<file path="config.mk">
export PLATFORM = sky130hd
export DESIGN_NAME = regfile_sb_flat
export DESIGN_NICKNAME = d
export VERILOG_FILES = /design/src/rtl/regfile_sb_if.sv /design/src/rtl/regfile_sb.sv /design/src/flat_wrapper.sv
export SDC_FILE = /design/constraint.sdc
export NUM_CORES = 1
export LEC_CHECK = 0
export CAP_MARGIN = 20
export CELL_PAD_IN_SITES_DETAIL_PLACEMENT = 2
export CELL_PAD_IN_SITES_GLOBAL_PLACEMENT = 2
export CORE_MARGIN = 2
export CORE_UTILIZATION = 39
export CTS_CLUSTER_SIZE = 16
export DETAILED_ROUTE_END_ITERATION = 6
export GPL_TIMING_DRIVEN = 0
export PLACE_DENSITY = 0.87
export REMOVE_ABC_BUFFERS = 1
export SYNTH_ARGS = -nofsm -noshare
export SYNTH_HDL_FRONTEND = slang
export SYNTH_SLANG_ARGS = --single-unit
</file>
<file path="constraint.sdc">
create_clock -name clk -period 2.5 [get_ports clk]
set_clock_uncertainty 0.15 [all_clocks]
set_input_delay 0.375 -clock clk [delete_from_list [all_inputs] [get_ports clk]]
set_output_delay 0.375 -clock clk [all_outputs]
set_load 0.05 [all_outputs]
</file>
<file path="src/rtl/regfile_sb_if.sv">
// regfile_sb_if
// Bundles the register-file buses between decode/writeback and regfile_sb.
//   Read side  : Rs, Rt -> Rout1, Rout2, busy1, busy2, hazard
//   Write side : wr, Rd, RW (a write also retires the pending flag of Rd)
//   Issue side : issue, issue_rd (marks a register as awaiting a write)
//   Status     : pend_cnt, the number of registers currently pending
// The master modport is the decode/writeback side.
// The slave modport is the register file itself.
interface regfile_sb_if #(
  parameter int DW = 16,
  parameter int AW = 4
);
  logic [AW-1:0] Rs;
  logic [AW-1:0] Rt;
  logic [AW-1:0] Rd;
  logic [DW-1:0] RW;
  logic          wr;
  logic          issue;
  logic [AW-1:0] issue_rd;
  logic [DW-1:0] Rout1;
  logic [DW-1:0] Rout2;
  logic          busy1;
  logic          busy2;
  logic          hazard;
  logic [AW:0]   pend_cnt;

  modport master (
    output Rs, Rt, Rd, RW, wr, issue, issue_rd,
    input  Rout1, Rout2, busy1, busy2, hazard, pend_cnt
  );

  modport slave (
    input  Rs, Rt, Rd, RW, wr, issue, issue_rd,
    output Rout1, Rout2, busy1, busy2, hazard, pend_cnt
  );
endinterface

</file>
<file path="src/rtl/regfile_sb.sv">
// regfile_sb
// Parametrised two-read, one-write register file with a pending-write scoreboard.
// Ports:
//   clk : rising-edge clock for all state.
//   rst : asynchronous, active-low reset. It clears the data, the pending flags and the counter.
//   bus : regfile_sb_if.slave, which carries the following.
//     Rs/Rt    -> Rout1/Rout2 : combinational reads. An optional bypass forwards the
//                               same-cycle write data.
//     wr/Rd/RW                : the write port. A write also clears the pending flag of Rd.
//     issue/issue_rd          : sets the pending flag of issue_rd.
//     busy1/busy2/hazard      : pending status of Rs and Rt.
//     pend_cnt                : popcount of the pending flags.
// Parameters:
//   ZERO_R0 : R0 reads as 0. Writes and issues to R0 are ignored.
//   BYPASS  : a write to the register being read appears on the read port in the same cycle.
module regfile_sb #(
  parameter int DW      = 16,
  parameter int AW      = 4,
  parameter int ZERO_R0 = 1,
  parameter int BYPASS  = 1
) (
  input logic         clk,
  input logic         rst,
  regfile_sb_if.slave bus
);
  localparam int DEPTH = 2 ** AW;

  logic [DW-1:0]    regs_reg [DEPTH];
  logic [DEPTH-1:0] pend_reg;
  logic [DEPTH-1:0] pend_next;
  logic [AW:0]      cnt_reg;
  logic [AW:0]      cnt_next;

  logic             wr_ok;
  logic             iss_ok;
  logic [DEPTH-1:0] wr_dec;
  logic [DEPTH-1:0] iss_dec;
  logic             cnt_inc;
  logic             cnt_dec;

  // Writes and issues that target a hardwired-zero R0 are dropped here.
  // All later logic can then treat R0 like any other register.
  assign wr_ok  = bus.wr    && !((ZERO_R0 != 0) && (bus.Rd == '0));
  assign iss_ok = bus.issue && !((ZERO_R0 != 0) && (bus.issue_rd == '0));

  // Per-register decode and next pending state.
  // The set is applied after the clear, so a new producer keeps ownership
  // when an issue and a write hit the same register in the same cycle.
  for (genvar gi = 0; gi < DEPTH; gi++) begin : g_pend
    assign wr_dec[gi]    = wr_ok  && (bus.Rd == AW'(gi));
    assign iss_dec[gi]   = iss_ok && (bus.issue_rd == AW'(gi));
    assign pend_next[gi] = iss_dec[gi] | (pend_reg[gi] & ~wr_dec[gi]);
  end

  // Counter delta.
  // An issue counts only when it raises a flag that was clear.
  // A write counts only when it drops a flag that a same-cycle issue does not re-set.
  assign cnt_inc  = iss_ok && !pend_reg[bus.issue_rd];
  assign cnt_dec  = wr_ok && pend_reg[bus.Rd] && !(iss_ok && (bus.issue_rd == bus.Rd));
  assign cnt_next = cnt_reg + (AW+1)'(cnt_inc) - (AW+1)'(cnt_dec);

  always_ff @(posedge clk or negedge rst) begin
    if (!rst) begin
      for (int i = 0; i < DEPTH; i++) begin
        regs_reg[i] <= '0;
      end
      pend_reg <= '0;
      cnt_reg  <= '0;
    end else begin
      for (int i = 0; i < DEPTH; i++) begin
        if (wr_dec[i]) begin
          regs_reg[i] <= bus.RW;
        end
      end
      pend_reg <= pend_next;
      cnt_reg  <= cnt_next;
    end
  end

  // Read ports. The bypass uses wr_ok, so a suppressed R0 write is never forwarded.
  always_comb begin
    bus.Rout1 = regs_reg[bus.Rs];
    bus.Rout2 = regs_reg[bus.Rt];
    if ((BYPASS != 0) && wr_ok && (bus.Rd == bus.Rs)) begin
      bus.Rout1 = bus.RW;
    end
    if ((BYPASS != 0) && wr_ok && (bus.Rd == bus.Rt)) begin
      bus.Rout2 = bus.RW;
    end
    if ((ZERO_R0 != 0) && (bus.Rs == '0)) begin
      bus.Rout1 = '0;
    end
    if ((ZERO_R0 != 0) && (bus.Rt == '0)) begin
      bus.Rout2 = '0;
    end
  end

  // Busy reflects the registered flags only.
  // A register being retired this cycle stays busy until the edge.
  assign bus.busy1    = pend_reg[bus.Rs];
  assign bus.busy2    = pend_reg[bus.Rt];
  assign bus.hazard   = bus.busy1 | bus.busy2;
  assign bus.pend_cnt = cnt_reg;
endmodule

</file>
<file path="src/flat_wrapper.sv">
// flat-port wrapper written by rule: the top's interface ports become plain ports
module regfile_sb_flat 
#(
  parameter int DW      = 16,
  parameter int AW      = 4,
  parameter int ZERO_R0 = 1,
  parameter int BYPASS  = 1
)
  (clk, rst, bus_Rs, bus_Rt, bus_Rd, bus_RW, bus_wr, bus_issue, bus_issue_rd, bus_Rout1, bus_Rout2, bus_busy1, bus_busy2, bus_hazard, bus_pend_cnt);
  regfile_sb_if #(.DW(DW), .AW(AW)) bus_i ();
  input logic clk;
  input logic rst;
  input wire logic [$bits(bus_i.Rs)-1:0] bus_Rs;
  input wire logic [$bits(bus_i.Rt)-1:0] bus_Rt;
  input wire logic [$bits(bus_i.Rd)-1:0] bus_Rd;
  input wire logic [$bits(bus_i.RW)-1:0] bus_RW;
  input wire logic [$bits(bus_i.wr)-1:0] bus_wr;
  input wire logic [$bits(bus_i.issue)-1:0] bus_issue;
  input wire logic [$bits(bus_i.issue_rd)-1:0] bus_issue_rd;
  output wire logic [$bits(bus_i.Rout1)-1:0] bus_Rout1;
  output wire logic [$bits(bus_i.Rout2)-1:0] bus_Rout2;
  output wire logic [$bits(bus_i.busy1)-1:0] bus_busy1;
  output wire logic [$bits(bus_i.busy2)-1:0] bus_busy2;
  output wire logic [$bits(bus_i.hazard)-1:0] bus_hazard;
  output wire logic [$bits(bus_i.pend_cnt)-1:0] bus_pend_cnt;
  assign bus_i.Rs = bus_Rs;
  assign bus_i.Rt = bus_Rt;
  assign bus_i.Rd = bus_Rd;
  assign bus_i.RW = bus_RW;
  assign bus_i.wr = bus_wr;
  assign bus_i.issue = bus_issue;
  assign bus_i.issue_rd = bus_issue_rd;
  assign bus_Rout1 = bus_i.Rout1;
  assign bus_Rout2 = bus_i.Rout2;
  assign bus_busy1 = bus_i.busy1;
  assign bus_busy2 = bus_i.busy2;
  assign bus_hazard = bus_i.hazard;
  assign bus_pend_cnt = bus_i.pend_cnt;
  regfile_sb #(.DW(DW), .AW(AW), .ZERO_R0(ZERO_R0), .BYPASS(BYPASS)) u_core (.clk(clk), .rst(rst), .bus(bus_i));
endmodule
</file>
# Word level (Yosys, flattened, before mapping)
# Index checks and enable logic that the tools add are counted.
word_totals:
  reg_bits: 277
  inputBits: 36
  wordCells: 176
  out_inout_bits: 40
op_classes:
  order_cmp: 6
  mux: 18
  n_eq_ne: 33
  bitwise: 51
  reduce_logical: 48
  n_addsub: 2
op_table:
  columns: ["operator", "n"]
  rows:
  - ["binary-select mux 16 bit (select 4 bit)", 2]
  - ["2-to-1 mux 16 bit", 8]
  - ["equality test 4 bit (second input constant)", 16]
  - ["logical AND 1 bit", 40]
  - ["equality test 4 x 3 -> 1 bit (second input constant)", 8]
  - ["< comparator 4 x 5 -> 1 bit (second input constant)", 4]
  - ["bitwise OR 1 bit", 17]
  - ["bitwise AND 1 bit", 16]
  - ["binary-select mux 1 bit (select 4 bit)", 4]
  - ["equality test 4 x 2 -> 1 bit (second input constant)", 4]
  - ["zero test 4 bit", 4]
  - ["inverter 1 bit", 16]
  - ["equality test 4 bit", 3]
  - [">= comparator 5 bit (second input constant)", 2]
  - ["inverter 4 -> 5 bit", 2]
  - ["equality test 4 x 1 -> 1 bit (second input constant)", 2]
  - ["adder 5 x 1 -> 5 bit", 1]
  - ["subtractor 5 x 1 -> 5 bit", 1]
  - ["zero test 1 bit", 4]
  - ["2-to-1 mux 1 bit", 4]

# Depth between registers and ports, before layout
# Gate-level depths: netlist of the first run.
depth:
  depth_word: 7
  ltp_mapped: 13
  depth_no_buf: 11

# Least setup slack after synthesis of the first run
# OpenSTA, ideal clock, no wires.
synth_path:
  path_kind: "in2reg"
  from: "in bus_issue_rd[0]"
  to: "reg u_core.cnt_reg[4], in the netlist u_core.bus.pend_cnt[4]"
  n_path_buf: 2
  arrival_time_ns: 2.826
  slack_ns: -0.600
  cell_stages: 13
  cell_sequence: "clkbuf_1 > clkbuf_1 > nor3_1 > or3_1 > a21oi_1 > nor3_1 > ha_1 > inv_1 > ha_1 > fa_1 > a21o_1 > a21oi_1 > xnor2_1"
synth_between:
  elab_chain_cells: 7
  word_cells_on_any_way: 13
  cone_classes: "add/sub (2); eq/ne (1); mux (2); reduce/logical (8)"
synth_lines:
  columns: ["item", "line_no", "text"]
  rows:
  - ["from (decl)", "flat_wrapper.sv:19", "input wire logic [$bits(bus_i.issue_rd)-1:0] bus_issue_rd;"]
  - ["parallel branches: the longest is 6 deep, another holds adder 5 x 1 -> 5 bit", null, null]
  - ["subtractor 5 x 1 -> 5 bit *", "regfile_sb.sv:60", "assign cnt_next = cnt_reg + (AW+1)'(cnt_inc) - (AW+1)'(cnt_dec);"]
  - ["named net u_core.cnt_next[4]", "regfile_sb.sv:32", "logic [AW:0] cnt_next;"]
  - ["to (signal assigned)", "regfile_sb.sv:76", "cnt_reg <= cnt_next;"]
  - ["to (decl)", "regfile_sb.sv:31", "logic [AW:0] cnt_reg;"]
# Mark *: on every way through the listed nets, which the timed path passes. The select of a mux whose other input is x is not followed.
# A chain may end at the register's enable or synchronous reset.

# Worst setup path after layout of the first run
layout_path:
  from: "in bus_issue_rd[3]"
  to: "reg u_core.cnt_reg[3], in the netlist u_core.bus.pend_cnt[3]"
# The elaborated chain is that of the path after synthesis.

==> results.json, run 1 <==
{
  "rsz0062_at_grt": "yes",
  "fin_ws_ps": -710,
  "die_x_um": 204,
  "drc_errors": 0,
  "ir_drop_mv": 0.611,
  "wl_met2_um": 42600,
  "r2r-end": "u_core.bus.pend_cnt[3]",
  "synth-seq-cells": 277,
  "clock.fmax_ghz": 0.312,
  "yosysSeqAreaShare_pct": 44.3,
  "rows": 73,
  "path_class": "in -> reg",
  "drt_wl_total_um": 97900,
  "multi_input_area_um2": 9670,
  "worst_pin_slew_ps": 1080,
  "fillers": 3471,
  "cts_root_buf": "clkbuf_16",
  "finalSetupViolations": 39,
  "p_total_mw": 19.3,
  "p_per_area_nw_per_um2": 888,
  "clkSinkCount": 277,
  "routed_via_density": 7.65,
  "report.final.hold_viol_count": 0,
  "start_kind": "input pin",
  "max-slew-margin-rel_pct": 27.8,
  "highest_layer": "met4",
  "drtIter0Drc": 2108,
  "io_buffers": 75,
  "netlist_area_um2": 15600,
  "syn_to_final_growth_pct": 39.2,
  "vias": 14400,
  "fin_crit_sh_pct": 128,
  "final_cell_mix": "266 x dfrtp_1, 224 x mux2_2, 122 x mux2i_1",
  "cts_buffers": 34,
  "finalSetupTns_ps": -13960,
  "grt_pass1_wl_um": 128000,
  "syn_inst": 1180,
  "cp_max_fo": 8,
  "maxCapViolCount": 0,
  "routed-wl-met3_um": 11200,
  "final-seq-area_um2": 6950,
  "clkTransAtPathRegs_ps": 60,
  "ff2ff_path_depth": 12,
  "post-dp-hpwl_um": 38800,
  "wl_per_cell_um": 51.9,
  "grt_max_degree": 85,
  "antenna_found_initial": 1,
  "dr.pass1.iters": 6,
  "cts_tree": "built",
  "start_util_pct": 39.4,
  "slowest_stage": "clkdlybuf4s50_1",
  "yosysWarningCount": 0,
  "ys_async_sr_fraction_pct": 100,
  "violations": "negative setup slack",
  "leakage_nw": 8.99,
  "cp_top_family": "buffers and inverters",
  "drive_above_1_share_pct": 58.7,
  "layout.nets": 1379,
  "grt_pass1_vias": 15400,
  "ctsLongestPathBuffers": 3,
  "synth_edf_count": 0,
  "grt_use_total_pct": 44.0,
  "crit_buf_inv": 4,
  "r2r_start": "u_core.pend_reg[8]",
  "htreeDepth": 2,
  "cp_data_required_time_ps": 2810,
  "cpPeakStageDelay_ps": 640,
  "path_cells": "clkdlybuf4s50_1 -> xnor2_1 -> nand4_1 -> a21oi_2 -> nor3_4 -> ha_4 -> inv_4 -> ha_4 -> buf_4 -> buf_6 -> a21o_1 -> a21oi_2 -> xnor2_1",
  "pin_count": 76,
  "synth.distinct_cells": 45,
  "finalCriticalPeriod_ps": 3210,
  "clkLatencyLatePin_ps": 570,
  "cp.arrival_ps": 3520,
  "die-area_um2": 41700,
  "synthFlopType": "dfrtp_1",
  "overflow": 0,
  "largest_reg_flops": 256,
  "drt-met1-wl_um": 34500,
  "gp_congestion": 0.788,
  "core-area_um2": 39600,
  "mostFrequentLayoutCell": "dfrtp_1",
  "cp-end-kind": "flop",
  "avgSynthCellArea_um2": 13.2,
  "r2r_setup_slack_ps": -670,
  "hp-class": "in -> async",
  "status": "complete, but fails checks",
  "die_h_um": 204,
  "antenna_left": 0,
  "final-max-slew-violation-count": 0
}
per-layer routing:
metal  track usage, %  vias up
li1                 -     4850
met1             53.3     7406
met2             66.1     1546
met3             13.7      621
met4             32.2        0
met5                0        -
Yosys cell counts, drive strengths merged (9+ instances only):
cell	instances	area [µm²]
dfrtp	277	6930
mux2	244	2800
mux2i	136	1360
mux4	79	1780
clkbuf	70	267
o22ai	65	407
buf	62	413
o31ai	35	263
a211oi	33	248
nand3	33	178
a31oi	30	188
o21ai	18	90.1
xnor2	14	123
nor2	10	60.1
inv	9	33.8
nand2	9	33.8
cell type report:
type	count	share of cell area [%]
antenna	1	0.0115
clock buffer	56	4.91
clock inverter	3	0.0690
inverter	9	0.167
multi-input combinational	769	44.5
sequential	277	31.9
tap	525	3.02
timing repair buffer	246	15.4
where the power goes:
part	switching (mW)	internal [mW]	total (mW)
Clock	2.45	2.92	5.37
Sequential	1.49	5.50	6.99
Combinational	3.86	3.12	6.97
Total	7.80	11.5	19.3
logic make-up after synthesis:
logic type	share of synthesized area (%)
compound gates	8.22
xor+xnor	0.840
fa+ha+maj	0.528
buf+inv	4.56
flops	44.3
mux	38.0
simple gates	3.51
per-stage QoR:
| stage | hold WS, ps | std cells | util (%) | area, µm² | worst slack [ps] |
|---|---|---|---|---|---|
| floorplan | -70.6 | 1048 | - | 15000 | -1360 |
| global placement | 234 | 1648 | 41.3 | 16400 | -11120 |
| detailed placement | 182 | 1683 | 43.1 | 17100 | -2900 |
| CTS | 169 | 1870 | 53.2 | 21100 | -436 |
| global route | 244 | 1885 | 54.9 | 21800 | -689 |
| finish | 198 | 1886 | 54.9 | 21800 | -710 |
worst max path at each step:
stage               slack, ps           startpoint  cells past startpoint                     end
global route             -690      bus_issue_rd[3]                     13  u_core.bus.pend_cnt[3]
floorplan               -1360            bus_Rd[1]                      9  u_core.bus.pend_cnt[4]
CTS                      -440  u_core.pend_reg[11]                     11  u_core.bus.pend_cnt[4]
finish                   -710      bus_issue_rd[3]                     13  u_core.bus.pend_cnt[3]
global placement       -11120                  rst                      1     u_core.regs_reg[35]
detailed placement      -2900            bus_Rs[3]                      7           bus_Rout1[11]
timing repair:
action                                  CTS  global route
endpoints found under the hold margin    55             0
buffers inserted                        102            16
resized for setup                       582           100
gates cloned                             25             0
hold buffers                              1             0
pin swaps                                92            23
endpoints found under the setup margin  285            39
Note: power is estimated with default switching activity, not from simulation.
==> run 2, diff against run 1 <==
--- a/config.mk
+++ b/config.mk
@@ -5,7 +5,6 @@
 export SDC_FILE = /design/constraint.sdc
 export NUM_CORES = 1
 export LEC_CHECK = 0
-export CAP_MARGIN = 20
 export CELL_PAD_IN_SITES_DETAIL_PLACEMENT = 2
 export CELL_PAD_IN_SITES_GLOBAL_PLACEMENT = 2
 export CORE_MARGIN = 2
==> run 2 against run 1 <==
  * The run ends with max-capacitance violations, max-slew violations, negative setup slack left
  * First-iteration DRC count down 16%
  * Final area down 5.8%
  * Critical path depth down 2
  * Sequential cell count unchanged
  * Core utilization down 3.2 points
  * Worst hold slack worse by 53 ps
  * Combinational power down 9.0%
  * Global-route usage down 4.0 points
  * Clock-buffer cell count down 13
  * Power down 3.6%
  * Sequential share of layout area up 2.0 points
  * Via count down 5.2%
  * Highest routed layer is now met5
==> results.json, run 2 (synthesis results as in run 1) <==
{
  "worst_pin_slew_ps": 1700,
  "cts_root_buf": "clkbuf_16",
  "finalSetupViolations": 50,
  "ir_drop_mv": 0.575,
  "die_h_um": 204,
  "drt_wl_total_um": 89000,
  "dr.pass1.iters": 5,
  "final-max-slew-violation-count": 85,
  "clkLatencyLatePin_ps": 590,
  "core-area_um2": 39600,
  "cp_max_fo": 5,
  "num_antenna_cells": 0,
  "maxCapViolCount": 5,
  "drive_above_1_share_pct": 54.7,
  "fillers": 3553,
  "antenna_found_initial": 1,
  "status": "complete, but fails checks",
  "path_class": "reg -> reg",
  "cts_buffers": 30,
  "violations": "max-capacitance violations, max-slew violations, negative setup slack",
  "htreeDepth": 1,
  "finalCriticalPeriod_ps": 3090,
  "routed_via_density": 7.42,
  "drtIter0Drc": 1774,
  "io_buffers": 75,
  "cp.arrival_ps": 3450,
  "ctsLongestPathBuffers": 3,
  "drc_errors": 0,
  "fin_ws_ps": -594,
  "grt_pass1_vias": 14900,
  "grt_pass1_wl_um": 118000,
  "hp-class": "in -> async",
  "syn_to_final_growth_pct": 31.1,
  "die_x_um": 204,
  "report.final.hold_viol_count": 0,
  "antenna_left": 0,
  "die-area_um2": 41700,
  "grt_max_degree": 85,
  "layout.nets": 1339,
  "mostFrequentLayoutCell": "dfrtp_1",
  "fin_crit_sh_pct": 124,
  "max-slew-margin-rel_pct": -13.3,
  "leakage_nw": 8.59,
  "cp_data_required_time_ps": 2860,
  "largest_reg_flops": 256,
  "post-place-ws_ps": -3580,
  "multi_input_area_um2": 9060,
  "rsz0062_at_grt": "yes",
  "start_kind": "flop",
  "gp_congestion": 0.788,
  "rows": 73,
  "cp-end-kind": "flop",
  "clock.fmax_ghz": 0.323,
  "post-dp-hpwl_um": 34100,
  "dp_cells": 1663,
  "final_cell_mix": "267 x dfrtp_1, 224 x mux2_2, 129 x mux2i_1",
  "vias": 13700,
  "p_per_area_nw_per_um2": 909,
  "grt_use_total_pct": 40.0,
  "clkTransAtPathRegs_ps": 70,
  "start_util_pct": 39.4,
  "clkSinkCount": 277,
  "cts_tree": "built",
  "final-seq-area_um2": 6940,
  "pin_count": 76,
  "hold_slack_ps": 145,
  "fin_cells": 1844,
  "overflow": 0,
  "wl_per_cell_um": 48.3
}
run 2: changes by cell type in the layout (fill, tap and decap cells not counted), moves of 9 or more:
cell / delta
a211oi_2: +12
a211oi_4: -12
a31oi_4: -15
buf_16: -13
buf_4: +9
buf_6: -24
buf_8: -10
clkbuf_1: -9
o22ai_1: +17
o22ai_2: -9
o31ai_1: +10
o31ai_4: -9
run 2: layout make-up:
| cell class | instances | area share [%] |
|---|---|---|
| inverter | 9 | 0.177 |
| timing repair buffer | 209 | 13.0 |
| tap | 525 | 3.21 |
| sequential | 277 | 33.9 |
| multi-input combinational | 770 | 44.2 |
| clock buffer | 43 | 4.45 |
| clock inverter | 11 | 1.00 |
run 2: where the power goes:
group	total, mW	switching, mW	internal [mW]
registers	6.86	1.37	5.50
logic	6.34	3.50	2.84
clock network	5.43	2.29	3.14
total	18.6	7.15	11.5
run 2: through the flow:
step                      cell area, µm²  power (mW)  util, %  setup TNS, ps
after global routing               20500        18.8     51.7         -10900
after floorplan                    15000        9.15        -         -42110
final                              20500        18.6     51.7         -11250
after CTS                          20000        17.0     50.4          -5090
after global placement             16400        10.5     41.3       -3551570
after detailed placement           16700        11.0     42.1        -377130
run 2: path summary, 6_finish.rpt:
path	from	end	slack (ps)	depth (start not counted)
setup / recovery	u_core.pend_reg[13]	u_core.bus.pend_cnt[4]	-590	11
hold / removal	rst	u_core.regs_reg[234]	140	2
setup reg to reg	u_core.pend_reg[13]	u_core.bus.pend_cnt[4]	-590	11
hold reg to reg	u_core.regs_reg[247]	u_core.regs_reg[247]	250	0
max in group asynchronous	rst	u_core.regs_reg[227]	420	5
min in group clk	bus_Rd[0]	u_core.pend_reg[15]	210	4
run 2: per-layer routing:
layer  global-route usage (%)  vias to the layer above  share of wire [%]  wire length (µm)
li1                         -                     4776                  -                 -
met1                     48.5                     7041                 36             31900
met2                     62.1                     1269                 44             39400
met3                     9.82                      587                 10              8960
met4                     29.0                        2                9.9              8770
met5                        0                        -              0.015                13
run 2: critical path: stages (launching register included):
cell,delay (ps)
dfrtp_1,460
mux4_2,540
mux2i_2,190
mux2_4,200
nor3_4,50
ha_4,290
inv_4,40
ha_4,150
fa_2,370
a21o_1,220
a21oi_2,200
xnor2_1,140
run 2: repair_timing:
action,4_1_cts,5_1_grt
setup endpoints to repair,286,39
pin swaps,80,16
hold endpoints to repair,55,0
gates resized for setup,487,62
setup buffers,83,22
cloned,22,0
hold buffers,1,0
==> variant 1 (settings of run 1) <==
`AW` is set to 4 in 3 places; all go to 5.
--- a/src/rtl/regfile_sb_if.sv
+++ b/src/rtl/regfile_sb_if.sv
@@ -8,7 +8,7 @@
 // The slave modport is the register file itself.
 interface regfile_sb_if #(
   parameter int DW = 16,
-  parameter int AW = 4
+  parameter int AW = 5
 );
   logic [AW-1:0] Rs;
   logic [AW-1:0] Rt;
--- a/src/rtl/regfile_sb.sv
+++ b/src/rtl/regfile_sb.sv
@@ -15,7 +15,7 @@
 //   BYPASS  : a write to the register being read appears on the read port in the same cycle.
 module regfile_sb #(
   parameter int DW      = 16,
-  parameter int AW      = 4,
+  parameter int AW      = 5,
   parameter int ZERO_R0 = 1,
   parameter int BYPASS  = 1
 ) (
--- a/src/flat_wrapper.sv
+++ b/src/flat_wrapper.sv
@@ -2,7 +2,7 @@
 module regfile_sb_flat 
 #(
   parameter int DW      = 16,
-  parameter int AW      = 4,
+  parameter int AW      = 5,
   parameter int ZERO_R0 = 1,
   parameter int BYPASS  = 1
 )
Interface: changed (5 resized); port bits go from 76 to 81. The function was not compared with the original's and may differ.
==> variant 1 against run 1 <==
Global-route usage decreased by 4.7 points. The flow finishes with violations (hold timing, setup timing). Area after synthesis rose by 95%. Total power rose by 68%. Non-clock buffer count grew 44. Sequential cell count increased by 273. Combinational power up 37%. Wire length rose by 76%. Setup slack got worse by 0.41 ns. Design area rose by 75%. Critical path type is now in2out.
==> variant 1: results (changes against run 1) <==
[sta]
worst_pin_slew_ns = 1.05  ; was 1.08 ns
setup_viol = 90  ; was 39
worst_slack_ns = -1.12  ; was -0.710 ns
holdWs_ns = -0.423  ; was 0.198 ns
hold_viol = 87  ; was 0

[logic_synthesis]
synthTopCellsByArea = dfrtp_1, mux2_2, mux4_2  ; unchanged
synthTopCellsByCount = dfrtp_1, mux2_2, mux2i_1  ; unchanged
ys_seq_area_share_pct = 45.1  ; was 44.3%
synth_cell_types = 50  ; was 45

[worst_setup_path]
crit_slowest_cell = mux2i_1  ; was clkdlybuf4s50_1
worstPathArrival_ns = 3.10  ; was 3.52 ns
r2r_start = u_core.pend_reg[12]  ; was u_core.pend_reg[8]
rrSetupSlack_ns = -0.98  ; was -0.67 ns
r2r_end = u_core.bus.pend_cnt[4]  ; was u_core.bus.pend_cnt[3]
crit_end = bus_Rout2[11]  ; was u_core.bus.pend_cnt[3]
max_stage_delay_ns = 0.74  ; was 0.64 ns

[routing]
top_layer = met5  ; was met4
drt-initial-drc-count = 3559  ; was 2108
drt-met1-wl_mm = 57.8  ; was 34.5 mm
wl_met2_mm = 76.2  ; was 42.6 mm
wl_met3_mm = 19.9  ; was 11.2 mm
drt_wl_total_mm = 172  ; was 97.9 mm
via_per_inst = 7.62  ; was 7.65
wl_per_cell_um = 49.6  ; was 51.9 µm

[clock_network]
cts-buffers-inserted = 60  ; was 34
cts-resized-gates = 513  ; was 582
clk_latency_ns = 0.68  ; was 0.57 ns
cts_setup_buffers = 77  ; was 102

[status]
violations = hold timing, setup timing  ; was setup timing
outcome = finished, violations left  ; unchanged

[power_and_ir_drop]
seqPwrFrac_pct = 39.9  ; was 36.1%
leakagePower_uw = 0.0164  ; was 0.00899 µW
clk-power_uw = 9910  ; was 5370 µW
power_uw = 32400  ; was 19300 µW
p_sw_share_pct = 36.8  ; was 40.3%
peakVddDrop_mv = 0.579  ; was 0.611 mV

[placement]
place_hpwl_mm = 77.9  ; was 38.8 mm
place_area_um2 = 32600  ; was 17100 µm²
post-place-ws_ns = -2.91  ; was -2.90 ns
numPlacedInstances = 3198  ; was 1683
gp_congestion = 0.851  ; was 0.788

[global_route]
grt_pass1_wl_mm = 225  ; was 128 mm
grt_pass1_vias = 27797  ; was 15359
grt_usage_pct = 39.3  ; was 44.0%
use_met2_pct = 61.8  ; was 66.1%
antenna_found_initial = 9  ; was 1
met1_usage_pct = 45.5  ; was 53.3%

[layout]
fillers = 6948  ; was 3471
drive_gt1_share_pct = 53.4  ; was 58.7%
fin_nets = 2418  ; was 1379
largest_reg_flops = 512  ; was 256

-- variant 1: cell count changes after synthesis, sizes merged, moves of 32 or more --
cell,change
nor3,+34
dfrtp,+273
a211oi,-32
mux2i,+114
nor2,+44
buf,+54
nand2,+40
mux2,+252
o22ai,+55
o31ai,-35
a22oi,+64
mux4,+92
clkbuf,+59
-- variant 1: worst min-delay path by stage --
| stage | cells after the start | slack [ns] | from | to |
|---|---|---|---|---|
| floorplan | 0 | -0.07 | rst | u_core.bus.pend_cnt[0] |
| global placement | 0 | 0.23 | u_core.regs_reg[510] | u_core.regs_reg[510] |
| detailed placement | 0 | 0.24 | u_core.regs_reg[497] | u_core.regs_reg[497] |
| CTS | 1 | -0.35 | rst | u_core.regs_reg[402] |
| global route | 1 | -0.36 | rst | u_core.regs_reg[222] |
| finish | 1 | -0.42 | rst | u_core.regs_reg[386] |
-- variant 1: cell families after synthesis --
logic type / synth area share (%)
compound gates: 7.10
xor+xnor: 0.546
fa+ha+maj: 0.312
buf+inv: 4.11
flops: 45.1
mux: 39.2
simple gates: 3.62
-- variant 1: critical path: cells and delay by family --
kind                   cells  cell delay, ns
and+or+nand+nor            2            0.36
buffers and inverters      5            0.93
muxes                      1            0.74
AOI/OAI and AO/OA          2            0.66
-- variant 1: layout make-up --
cell class | instances | area, µm² | share of cell area [%]
diodes | 5 | 12.5 | 0.0328
repair buffers | 290 | 4280 | 11.2
multi-input cells | 1456 | 16700 | 43.7
inverters | 13 | 48.8 | 0.128
clock inverters | 24 | 302 | 0.791
flip-flops and latches | 550 | 13800 | 36.1
clock buffers | 87 | 1730 | 4.55
well taps | 1040 | 1300 | 3.41
==> variant 2 (flow settings as in run 1) <==
Without the edit above. Reset style: synchronous (`rst`), changed in one clocked block. Comments in the files are not updated.
--- a/src/rtl/regfile_sb.sv
+++ b/src/rtl/regfile_sb.sv
@@ -59,7 +59,7 @@
   assign cnt_dec  = wr_ok && pend_reg[bus.Rd] && !(iss_ok && (bus.issue_rd == bus.Rd));
   assign cnt_next = cnt_reg + (AW+1)'(cnt_inc) - (AW+1)'(cnt_dec);
 
-  always_ff @(posedge clk or negedge rst) begin
+  always_ff @(posedge clk) begin
     if (!rst) begin
       for (int i = 0; i < DEPTH; i++) begin
         regs_reg[i] <= '0;
Check against the original RTL: differs if rst is asserted again (counterexample within 4 cycles, from zero or initial values and one cycle with rst low); with rst held inactive, the same outputs for 4 cycles.
==> variant 2 against run 1 <==
The run still ends with setup timing left. Utilization is 1.5 points lower. Area after synthesis is 6.5% lower. Wire length is 16% lower. Via count is 8.7% lower. Setup slack better by 0.21 ns. Design area decreased by 9.7%. Sequential cell count unchanged.
Power is not compared: it rests on default switching activity, and its combinational part moved more than twofold at a synthesized area within 25%.
==> variant 2: results (changes against run 1) <==
[global_route]
antenna_found_initial = 4  ; was 1
grt_start_max_net_pins = 30  ; was 85
grt_pass1_vias = 13843  ; was 15359
grt_usage_pct = 40.2  ; was 44.0%
grt_pass1_wl_mm = 108  ; was 128 mm

[clock_network]
cts_max_level = 2  ; unchanged
clk_latency_ns = 0.53  ; was 0.57 ns
cts.clk_slew.worst_paths_ns = 0.06  ; about the same
clockBufferDepth = 3  ; unchanged
cts-buffers-inserted = 34  ; unchanged

[worst_setup_path]
critical_path.max_fanout = 5  ; was 8
crit_slowest_cell = mux4_2  ; was clkdlybuf4s50_1
max_stage_delay_ns = 0.51  ; was 0.64 ns
worstPathArrival_ns = 3.25  ; was 3.52 ns

[routing]
drt-initial-drc-count = 1813  ; was 2108
firstDrtPassIters = 5  ; was 6
postRouteAntennaNets = 0  ; unchanged
via_per_inst = 7.52  ; was 7.65
drt_wl_total_mm = 82.2  ; was 97.9 mm

[status]
violations = setup timing  ; unchanged
outcome = finished, violations left  ; unchanged

[logic_synthesis]
ys_seq_area_share_pct = 55.4  ; was 44.3%
synth_cell_types = 48  ; was 45
synth_compound_area_share_pct = 9.03  ; was 8.22%
synthArstFlopShare_pct = 0  ; was 100%
synth-xor-area-share_pct = 0.838  ; was 0.840%
synthTopCellsByArea = edfxtp_1, mux4_2, mux2i_1  ; was dfrtp_1, mux2_2, mux4_2
muxShareOfSynthArea_pct = 21.8  ; was 38.0%
synthTopCellsByCount = edfxtp_1, nor2_1, mux2i_1  ; was dfrtp_1, mux2_2, mux2i_1
synth-edff-count = 256  ; was 0
yosys.area_share.adder_pct = 0.565  ; was 0.528%
yosysWarnings = 0  ; unchanged

[layout]
fillers = 3288  ; was 3471
largest_reg_flops = 256  ; unchanged
fin_nets = 1300  ; was 1379
drive_gt1_share_pct = 37.4  ; was 58.7%

[placement]
place_hpwl_mm = 36.3  ; was 38.8 mm
post-place-ws_ns = -2.81  ; was -2.90 ns
gp_congestion = 0.776  ; was 0.788

[sta]
worst_slack_ns = -0.502  ; was -0.710 ns
setup_viol = 80  ; was 39
max_slew_margin_pct = 17.0  ; was 27.8%

[worst_hold_path]
min_path_type = in2reg  ; was in2async

[power_and_ir_drop]
peakVddDrop_mv = 0.603

==> variant 2: cell types whose count changed after synthesis, sizes merged, moves of 23 or more <==
cell	change
nor2	+148
dfrtp	-277
nand2	+26
clkbuf	-32
edfxtp	+256
mux2	-240
inv	+23
==> variant 2: per-layer routing <==
layer  up-vias  share of wire [%]  GRT usage [%]
met5         -              0.038              0
met1      6685                 33           46.0
met4         4                9.7           33.2
met3       524                 11           9.61
met2      1328                 46           64.1
li1       4628                  -              -
==> variant 2: cell families after synthesis <==
kind of cell | count (synthesis)
xor gates and xnor gates | 14
muxes | 220
DFF | 277
AOI/OAI and AO/OA | 193
buffers and inverters | 124
other | 1
and+or+nand+nor | 271
adders and majority gates | 6
==> variant 2: stage by stage <==
stage	std cells	area, µm²	TNS, ns	util, %
floorplan	1029	14200	-18.23	-
global placement	1572	15500	-1055.48	42.2
detailed placement	1593	16000	-493.80	43.6
CTS	1733	19000	-20.82	51.6
global route	1752	19600	-16.89	53.4
finish	1752	19600	-18.39	53.4
==> variant 2: what timing repair did <==
item / CTS / global route
gates cloned: 18 / 1
pin swaps: 77 / 12
setup buffers: 61 / 13
endpoints found under the setup margin: 364 / 127
resized for setup: 488 / 84
endpoints found under the hold margin: 0 / 0
==> variant 2: area by class of cell <==
| class | count | share of cell area, % |
|---|---|---|
| sequential | 277 | 41.4 |
| clock buffer | 42 | 4.59 |
| antenna | 1 | 0.0127 |
| tap | 468 | 2.98 |
| timing repair buffer | 189 | 13.3 |
| multi-input combinational | 724 | 36.4 |
| clock inverter | 19 | 0.752 |
| inverter | 32 | 0.624 |
==> variant 2: critical path, delay by kind of cell, from the launching register on <==
| kind | cells | cell delay [ns] |
|---|---|---|
| muxes | 3 | 0.96 |
| adders and majority gates | 3 | 0.76 |
| AOI/OAI and AO/OA | 3 | 0.25 |
| buffers and inverters | 2 | 0.11 |
| DFF | 1 | 0.36 |
| and+or+nand+nor | 2 | 0.29 |
==> variant 2: power groups by stage <==
stage / sequential, µW / clock [µW] / combinational, µW
finish: 5720 / 5110 / 3070
global route: 5720 / 5170 / 3120
CTS: 5640 / 4800 / 2720
detailed placement: 5720 / 0 / 2260
global placement: 5660 / 0 / 2170
floorplan: 5700 / 0 / 1210
==> variant 2: worst paths after layout <==
path,start,end,slack [ns],cells after the start
max,u_core.pend_reg[10],u_core.bus.pend_cnt[4],-0.50,13
min,bus_issue_rd[0],u_core.pend_reg[12],0.30,2
max reg2reg,u_core.pend_reg[10],u_core.bus.pend_cnt[4],-0.50,13
min reg2reg,u_core.pend_reg[14],u_core.pend_reg[14],0.38,2
